## config.mk

```make
export PLATFORM = sky130hd
export DESIGN_NAME = sdram_arbiter_flat
export DESIGN_NICKNAME = d
export VERILOG_FILES = /design/src/rtl/sdram_arbiter_if.sv /design/src/rtl/sdram_arbiter.sv /design/src/flat_wrapper.sv
export SDC_FILE = /design/constraint.sdc
export NUM_CORES = 1
export LEC_CHECK = 0
export CELL_PAD_IN_SITES_DETAIL_PLACEMENT = 0
export CELL_PAD_IN_SITES_GLOBAL_PLACEMENT = 2
export CORE_ASPECT_RATIO = 1.5
export CORE_MARGIN = 5
export CORE_UTILIZATION = 28
export DETAILED_ROUTE_END_ITERATION = 6
export PLACE_DENSITY = 0.82
export SLEW_MARGIN = 0
export SYNTH_ARGS = -nofsm -noshare
export SYNTH_HDL_FRONTEND = slang
export SYNTH_SLANG_ARGS = --single-unit
```

## constraint.sdc

```tcl
create_clock -name clk -period 5.4 [get_ports clk]
set_input_delay 0.54 -clock clk [delete_from_list [all_inputs] [get_ports clk]]
set_output_delay 0.54 -clock clk [all_outputs]
set_load 0.02 [all_outputs]
```

## src/rtl/sdram_arbiter_if.sv

```systemverilog
// rtl/sdram_arbiter_if.sv - port A/B request buses and SDRAM controller side of the arbiter
interface sdram_arbiter_if;
   logic        ram_ready;
   logic        a_req, b_req;
   logic [24:0] a_addr, b_addr;
   logic        a_we, b_we;
   logic [7:0]  a_din, b_din;
   logic [7:0]  a_dout, b_dout;
   logic        a_ack, b_ack;
   logic        mem_cs, mem_we, mem_refresh;
   logic [24:0] mem_addr;
   logic [7:0]  mem_din, mem_dout;

   modport slave (
      input  ram_ready, a_req, b_req, a_addr, b_addr, a_we, b_we, a_din, b_din, mem_dout,
      output a_dout, b_dout, a_ack, b_ack, mem_cs, mem_we, mem_refresh, mem_addr, mem_din
   );

   modport master (
      output ram_ready, a_req, b_req, a_addr, b_addr, a_we, b_we, a_din, b_din, mem_dout,
      input  a_dout, b_dout, a_ack, b_ack, mem_cs, mem_we, mem_refresh, mem_addr, mem_din
   );
endinterface

```

## src/rtl/sdram_arbiter.sv

```systemverilog
// rtl/sdram_arbiter.sv - two-port SDRAM arbiter with fixed 8-clock slots and periodic refresh
module sdram_arbiter #(
   parameter int REFRESH_CYCLES = 480
) (
   input logic            clk,
   input logic            reset_n,
   sdram_arbiter_if.slave bus
);
   localparam int            CW     = $clog2(REFRESH_CYCLES + 1);
   localparam logic [CW-1:0] RELOAD = CW'(REFRESH_CYCLES - 1);

   typedef enum logic [1:0] {S_IDLE, S_ACCESS, S_REFRESH} state_t;

   state_t        state_q, state_d;
   logic [2:0]    k_q, k_d;
   logic          gnt_b_q, gnt_b_d;
   logic          last_b_q, last_b_d;
   logic          pend_q, pend_d;
   logic [CW-1:0] rcnt_q, rcnt_d;
   logic          mem_cs_q, mem_cs_d;
   logic          mem_we_q, mem_we_d;
   logic          mem_refresh_q, mem_refresh_d;
   logic [24:0]   mem_addr_q, mem_addr_d;
   logic [7:0]    mem_din_q, mem_din_d;
   logic [7:0]    a_dout_q, a_dout_d;
   logic [7:0]    b_dout_q, b_dout_d;
   logic          a_ack_q, a_ack_d;
   logic          b_ack_q, b_ack_d;
   logic          decide, a_ok, b_ok, pick_b, expire, start_ref;

   always_ff @(posedge clk or negedge reset_n) begin
      if (!reset_n) begin
         state_q       <= S_IDLE;
         k_q           <= 3'd0;
         gnt_b_q       <= 1'b0;
         last_b_q      <= 1'b1;
         pend_q        <= 1'b0;
         rcnt_q        <= RELOAD;
         mem_cs_q      <= 1'b0;
         mem_we_q      <= 1'b0;
         mem_refresh_q <= 1'b0;
         mem_addr_q    <= '0;
         mem_din_q     <= '0;
         a_dout_q      <= '0;
         b_dout_q      <= '0;
         a_ack_q       <= 1'b0;
         b_ack_q       <= 1'b0;
      end else begin
         state_q       <= state_d;
         k_q           <= k_d;
         gnt_b_q       <= gnt_b_d;
         last_b_q      <= last_b_d;
         pend_q        <= pend_d;
         rcnt_q        <= rcnt_d;
         mem_cs_q      <= mem_cs_d;
         mem_we_q      <= mem_we_d;
         mem_refresh_q <= mem_refresh_d;
         mem_addr_q    <= mem_addr_d;
         mem_din_q     <= mem_din_d;
         a_dout_q      <= a_dout_d;
         b_dout_q      <= b_dout_d;
         a_ack_q       <= a_ack_d;
         b_ack_q       <= b_ack_d;
      end
   end

   always_comb begin
      decide    = (state_q == S_IDLE) || (k_q == 3'd7);
      // A port acking this clock has just been served and sits out one round.
      a_ok      = bus.a_req && !a_ack_q;
      b_ok      = bus.b_req && !b_ack_q;
      pick_b    = b_ok && (!a_ok || !last_b_q);
      expire    = (rcnt_q == '0);
      start_ref = 1'b0;

      state_d       = state_q;
      k_d           = k_q;
      gnt_b_d       = gnt_b_q;
      last_b_d      = last_b_q;
      mem_cs_d      = mem_cs_q;
      mem_we_d      = mem_we_q;
      mem_refresh_d = 1'b0;
      mem_addr_d    = mem_addr_q;
      mem_din_d     = mem_din_q;
      a_dout_d      = a_dout_q;
      b_dout_d      = b_dout_q;
      a_ack_d       = 1'b0;
      b_ack_d       = 1'b0;
      rcnt_d        = expire ? RELOAD : rcnt_q - CW'(1);

      if (decide) begin
         state_d    = S_IDLE;
         k_d        = 3'd0;
         mem_cs_d   = 1'b0;
         mem_we_d   = 1'b0;
         mem_addr_d = '0;
         mem_din_d  = '0;
         if (bus.ram_ready && pend_q) begin
            state_d       = S_REFRESH;
            mem_refresh_d = 1'b1;
            start_ref     = 1'b1;
         end else if (bus.ram_ready && (a_ok || b_ok)) begin
            state_d    = S_ACCESS;
            gnt_b_d    = pick_b;
            last_b_d   = pick_b;
            mem_cs_d   = 1'b1;
            mem_we_d   = pick_b ? bus.b_we   : bus.a_we;
            mem_addr_d = pick_b ? bus.b_addr : bus.a_addr;
            mem_din_d  = pick_b ? bus.b_din  : bus.a_din;
         end
      end else begin
         k_d = k_q + 3'd1;
         if (state_q == S_ACCESS) begin
            if (k_q == 3'd5) mem_cs_d = 1'b0;
            if (k_q == 3'd6) begin
               if (gnt_b_q) begin
                  b_ack_d = 1'b1;
                  if (!mem_we_q) b_dout_d = bus.mem_dout;
               end else begin
                  a_ack_d = 1'b1;
                  if (!mem_we_q) a_dout_d = bus.mem_dout;
               end
            end
         end
      end

      // An expiry coinciding with the refresh start must not be lost.
      pend_d = expire || (pend_q && !start_ref);
   end

   assign bus.mem_cs      = mem_cs_q;
   assign bus.mem_we      = mem_we_q;
   assign bus.mem_refresh = mem_refresh_q;
   assign bus.mem_addr    = mem_addr_q;
   assign bus.mem_din     = mem_din_q;
   assign bus.a_dout      = a_dout_q;
   assign bus.b_dout      = b_dout_q;
   assign bus.a_ack       = a_ack_q;
   assign bus.b_ack       = b_ack_q;
endmodule

```

## src/flat_wrapper.sv

```systemverilog
// flat-port wrapper written by rule: the top's interface ports become plain ports
module sdram_arbiter_flat 
#(
   parameter int REFRESH_CYCLES = 480
)
  (clk, reset_n, bus_ram_ready, bus_a_req, bus_b_req, bus_a_addr, bus_b_addr, bus_a_we, bus_b_we, bus_a_din, bus_b_din, bus_mem_dout, bus_a_dout, bus_b_dout, bus_a_ack, bus_b_ack, bus_mem_cs, bus_mem_we, bus_mem_refresh, bus_mem_addr, bus_mem_din);
  sdram_arbiter_if bus_i ();
  input logic clk;
  input logic reset_n;
  input wire logic [$bits(bus_i.ram_ready)-1:0] bus_ram_ready;
  input wire logic [$bits(bus_i.a_req)-1:0] bus_a_req;
  input wire logic [$bits(bus_i.b_req)-1:0] bus_b_req;
  input wire logic [$bits(bus_i.a_addr)-1:0] bus_a_addr;
  input wire logic [$bits(bus_i.b_addr)-1:0] bus_b_addr;
  input wire logic [$bits(bus_i.a_we)-1:0] bus_a_we;
  input wire logic [$bits(bus_i.b_we)-1:0] bus_b_we;
  input wire logic [$bits(bus_i.a_din)-1:0] bus_a_din;
  input wire logic [$bits(bus_i.b_din)-1:0] bus_b_din;
  input wire logic [$bits(bus_i.mem_dout)-1:0] bus_mem_dout;
  output wire logic [$bits(bus_i.a_dout)-1:0] bus_a_dout;
  output wire logic [$bits(bus_i.b_dout)-1:0] bus_b_dout;
  output wire logic [$bits(bus_i.a_ack)-1:0] bus_a_ack;
  output wire logic [$bits(bus_i.b_ack)-1:0] bus_b_ack;
  output wire logic [$bits(bus_i.mem_cs)-1:0] bus_mem_cs;
  output wire logic [$bits(bus_i.mem_we)-1:0] bus_mem_we;
  output wire logic [$bits(bus_i.mem_refresh)-1:0] bus_mem_refresh;
  output wire logic [$bits(bus_i.mem_addr)-1:0] bus_mem_addr;
  output wire logic [$bits(bus_i.mem_din)-1:0] bus_mem_din;
  assign bus_i.ram_ready = bus_ram_ready;
  assign bus_i.a_req = bus_a_req;
  assign bus_i.b_req = bus_b_req;
  assign bus_i.a_addr = bus_a_addr;
  assign bus_i.b_addr = bus_b_addr;
  assign bus_i.a_we = bus_a_we;
  assign bus_i.b_we = bus_b_we;
  assign bus_i.a_din = bus_a_din;
  assign bus_i.b_din = bus_b_din;
  assign bus_i.mem_dout = bus_mem_dout;
  assign bus_a_dout = bus_i.a_dout;
  assign bus_b_dout = bus_i.b_dout;
  assign bus_a_ack = bus_i.a_ack;
  assign bus_b_ack = bus_i.b_ack;
  assign bus_mem_cs = bus_i.mem_cs;
  assign bus_mem_we = bus_i.mem_we;
  assign bus_mem_refresh = bus_i.mem_refresh;
  assign bus_mem_addr = bus_i.mem_addr;
  assign bus_mem_din = bus_i.mem_din;
  sdram_arbiter #(.REFRESH_CYCLES(REFRESH_CYCLES)) u_core (.clk(clk), .reset_n(reset_n), .bus(bus_i));
endmodule
```

==> flow_results.org <==
** Clocking
- TritonCTS built the clock tree.
- In this run the deepest clock path goes through 2 buffers.
- Gates resized during post-CTS repair numbered 0.
- The H-tree was split into 3 levels.
- Latest clock arrival within the worst-skew pair :: 0.32 ns
- Setup repair bufs after CTS :: 0
- Number of clock sinks :: 71
- Clock-pin slew on the worst setup and hold paths :: 0.05 ns
- Inserted Clock Buffers :: 9
- Number of buffers added to fix hold violations after cts :: 0
- Cell at the root of the clock tree :: clkbuf_16

** STA
- Sum Neg Setup Slack :: 0 ns
- Worst-case headroom to the max-slew limit :: 23.13%
- Final critical-path required period :: 2.370 ns
- Ratio of final minimum period to clock period :: 43.89%
- The max-slew violation count is 0.
- Setup slack closes at 3.030 ns.
- F_max :: 421.9 MHz
- Unrepaired setup endpoints after global routing :: no
- Final Hold Fails :: 0
- For the pin with the worst max-slew slack, the measured transition is 1.153 ns.
- Setup violations remaining at the end of the flow were counted as 0.
- Setup Skew :: 0.004513 ns

** Final layout
- Net count reported at finish :: 490
- In the final layout, the share of cells above drive strength 1 is 11.98%.
- From synthesis to final layout, the design area changed by 55.60%.
- Filler cells :: 1,041
- Antenna diode count :: 0
- Final instance area :: 0.004951 mm2

** Worst setup path
- Worst r2r dst :: u_core.bus.b_dout[7]$_DFFE_PN0P_
- Slowest cell on crit path :: a21bo_2
- The worst register-to-register path has a depth of 5.
- Traced cell by cell, the critical path runs through clkdlybuf4s50_1, nor2b_1, a21bo_2, mux2i_1, o21ai_0.
- Data arrival time of the critical path :: 2.55 ns
- Setup slack on the worst reg-to-reg path comes out at 3.29 ns.
- In this run the worst setup path begins at bus_a_req.
- Buffers and inverters on the worst path :: 1
- In this design, the stage delay of the slowest critical-path cell is 0.94 ns.
- Element type at the critical path start :: primary input
- The worst setup path is of the in -> reg kind.
- Data on the critical path is required at its endpoint by 5.58 ns.
- The worst setup path is captured at a register.
- Biggest fanout along the worst timing path :: 36
- Broken down by cell family, the worst path's largest delay share belongs to compound AO/OA/AOI/OAI gates.
- The worst register-to-register path begins at u_core.k_q[0]$_DFF_PN0_.

** Yosys
- Yosys mapped the design onto 36 distinct sky130hd cell types.
- Summing every instance area after synthesis gives 0.003182 mm2.
- Mean instance size in the synthesized netlist :: 11.78 um2
- The Yosys step of the flow raised 0 warnings.
- For this run, the leading register cell type out of synthesis is dfrtp_1.
- Number of synthesized flops with an enable pin :: 0
- Share of async-settable or async-resettable flops after synthesis :: 100.0%
- The synthesized design contains 71 register bits.
- Synthesized netlist cell count :: 270
- After synthesis, flip-flops and latches occupy 56.19% of the total area.
- Net count of the mapped netlist :: 356

** Die
- The die is 97.04 um wide.
- Die Outline Area :: 0.01364 mm2
- Starting density of the core :: 28.63%
- Overall die height :: 140.6 um
- # IOs :: 135
- The initialized floorplan defines 47 standard-cell rows.
- Placeable Area :: 0.01111 mm2

** Routing
- Number of nets with antenna violations after routing :: 0
- Initial DRT Pass Iterations :: 4
- Drt drc :: 0
- After detailed routing, the number of vias per cell comes to 4.369.
- Number of vias in the routed layout :: 2,429
- In this run, the number of DRC markers left after iteration 0 of detailed routing was 72.
- Post-Route WL :: 8052 um
- After detailed routing, the average wire length per cell comes to 14.48 um.

** Power and ir drop
- Across the VDD grid, the largest voltage drop is 0.0001761 V.
- For this design the static power due to leakage is 0.002287 uW.
- Power spread over the standard cell area amounts to 527.4 mW/mm2.

** Global routing
- Number of antenna violations at the first check in global routing :: 0
- The total overflow left after global routing is 0.
- The first global-routing pass estimated 13,140 um of wire.
- Entering global routing, the biggest net connects 72 pins.
- Global routing used 12.02% of the available tracks.
- The number of global-route vias before repair came to 2,642.

** Placement
- Input and output buffers added on the ports amount to 134.
- The congestion estimate from routability-driven global placement came to 0.6861.
- After legalization and detailed placement, the total HPWL measured 5843 um.
- Pre-CTS WS :: 2.652 ns
- In this run the cell area measured after placement is 0.004641 mm2.

** Run status
- Status :: finished clean

** Hold path
- The path class of the tightest hold or removal check is in -> async.

** Run
- The tool flagged a number of max-cap violations equal to 0.
-- logic make-up after synthesis --
| family | after synthesis | share of synthesized area [%] |
|---|---|---|
| multiplexers | 50 | 18.25 |
| buffers and inverters | 19 | 3.264 |
| AND/OR/NAND/NOR | 74 | 11.13 |
| adder cells (fa/ha/maj) | 5 | 1.966 |
| flip-flops | 71 | 56.19 |
| XOR/XNOR | 4 | 1.101 |
| AO/OA/AOI/OAI | 47 | 8.101 |
-- where the power goes --
| part | switching, uW | total, uW | leakage, uW | internal [uW] |
|---|---|---|---|---|
| logic | 569 | 1140 | 0.00125 | 574 |
| clock network | 208 | 602 | 0.000156 | 394 |
| registers | 123 | 866 | 0.000882 | 743 |
-- cell type report --
class,instances,area (um2),area share [%]
inverter,6,22.52,0.4549
sequential,71,1788,36.11
clock inverter,3,40.04,0.8087
timing repair buffer,136,1354,27.34
tap,147,183.9,3.715
multi-input combinational,180,1292,26.11
clock buffer,13,270.3,5.459
-- worst max-delay path by stage --
stage,end,slack [ns],depth (start not counted)
floorplan,u_core.bus.a_dout[0]$_DFFE_PN0P_,3.52,6
global placement,u_core.bus.mem_addr[6]$_DFFE_PN0P_,2.65,5
detailed placement,u_core.bus.mem_addr[6]$_DFFE_PN0P_,2.65,5
CTS,u_core.bus.mem_addr[6]$_DFFE_PN0P_,2.99,5
global route,u_core.bus.mem_addr[9]$_DFFE_PN0P_,2.87,5
finish,u_core.bus.mem_addr[6]$_DFFE_PN0P_,3.03,5
-- state kept, by name (all words and copies together), names as in the netlist --
name,count
u_core.gnt_b_q,1
u_core.bus.mem_refresh,1
u_core.rcnt_q,9
u_core.last_b_q,1
u_core.bus.a_dout,8
u_core.pend_q,1
u_core.k_q,3
u_core.bus.mem_cs,1
u_core.bus.mem_din,8
u_core.bus.b_dout,8
u_core.bus.a_ack,1
u_core.bus.mem_addr,25
u_core.state_q,2
u_core.bus.b_ack,1
u_core.bus.mem_we,1
-- through the flow --
step / hold WS, ns / util, % / total power (uW) / std cells
after detailed placement: 0.4538 / 41.75 / 2045 / 540
final: 0.3472 / 44.55 / 2611 / 556
after global placement: 0.4467 / 41.75 / 2028 / 540
after CTS: 0.3934 / 44.55 / 2667 / 556
after floorplan: 0.2444 / - / 1488 / 270
after global routing: 0.4469 / 44.55 / 2777 / 556
-- cell usage after synthesis, types with 2 or more instances --
| cell type | count | share of area (%) |
|---|---|---|
| buf_2 | 2 | 0.31 |
| buf_4 | 4 | 0.94 |
| buf_6 | 2 | 0.71 |
| clkbuf_1 | 5 | 0.59 |
| dfrtp_1 | 62 | 49 |
| dfstp_2 | 9 | 7.4 |
| ha_1 | 5 | 2.0 |
| inv_1 | 6 | 0.71 |
| mux2_4 | 16 | 7.6 |
| mux2i_1 | 34 | 11 |
| nand2_1 | 43 | 5.1 |
| nand3_1 | 3 | 0.47 |
| nor2_1 | 12 | 1.4 |
| nor2b_1 | 5 | 0.98 |
| o21ai_0 | 35 | 5.5 |
| o21ai_1 | 2 | 0.31 |
| o21bai_1 | 3 | 0.71 |
| or3_1 | 2 | 0.39 |
| xor2_1 | 3 | 0.83 |
-- layer usage --
metal,global-route usage [%],share of wire [%],routed length [um]
met1,12.80,38,3096
met2,20.78,52,4170
met3,5.174,7.6,614
met4,4.956,2.1,170
met5,0,0,0
-- layout by cell type, fill, tap and decap left out, types with 2 or more instances in the layout --
cell and n:
or3_1 2, dfstp_2 9, nand3_1 3, clkinv_2 2
nand2_1 43, ha_1 5, buf_4 3, nor2_1 11
o21bai_1 3, o21ai_1 2, dfrtp_1 62, clkdlybuf4s50_1 133
mux2i_1 34, o21ai_0 35, mux2_4 16, clkbuf_8 3
xor2_1 3, inv_1 6, nor2b_1 5, clkbuf_16 9
No activity file was read; power rests on OpenSTA's default activity.
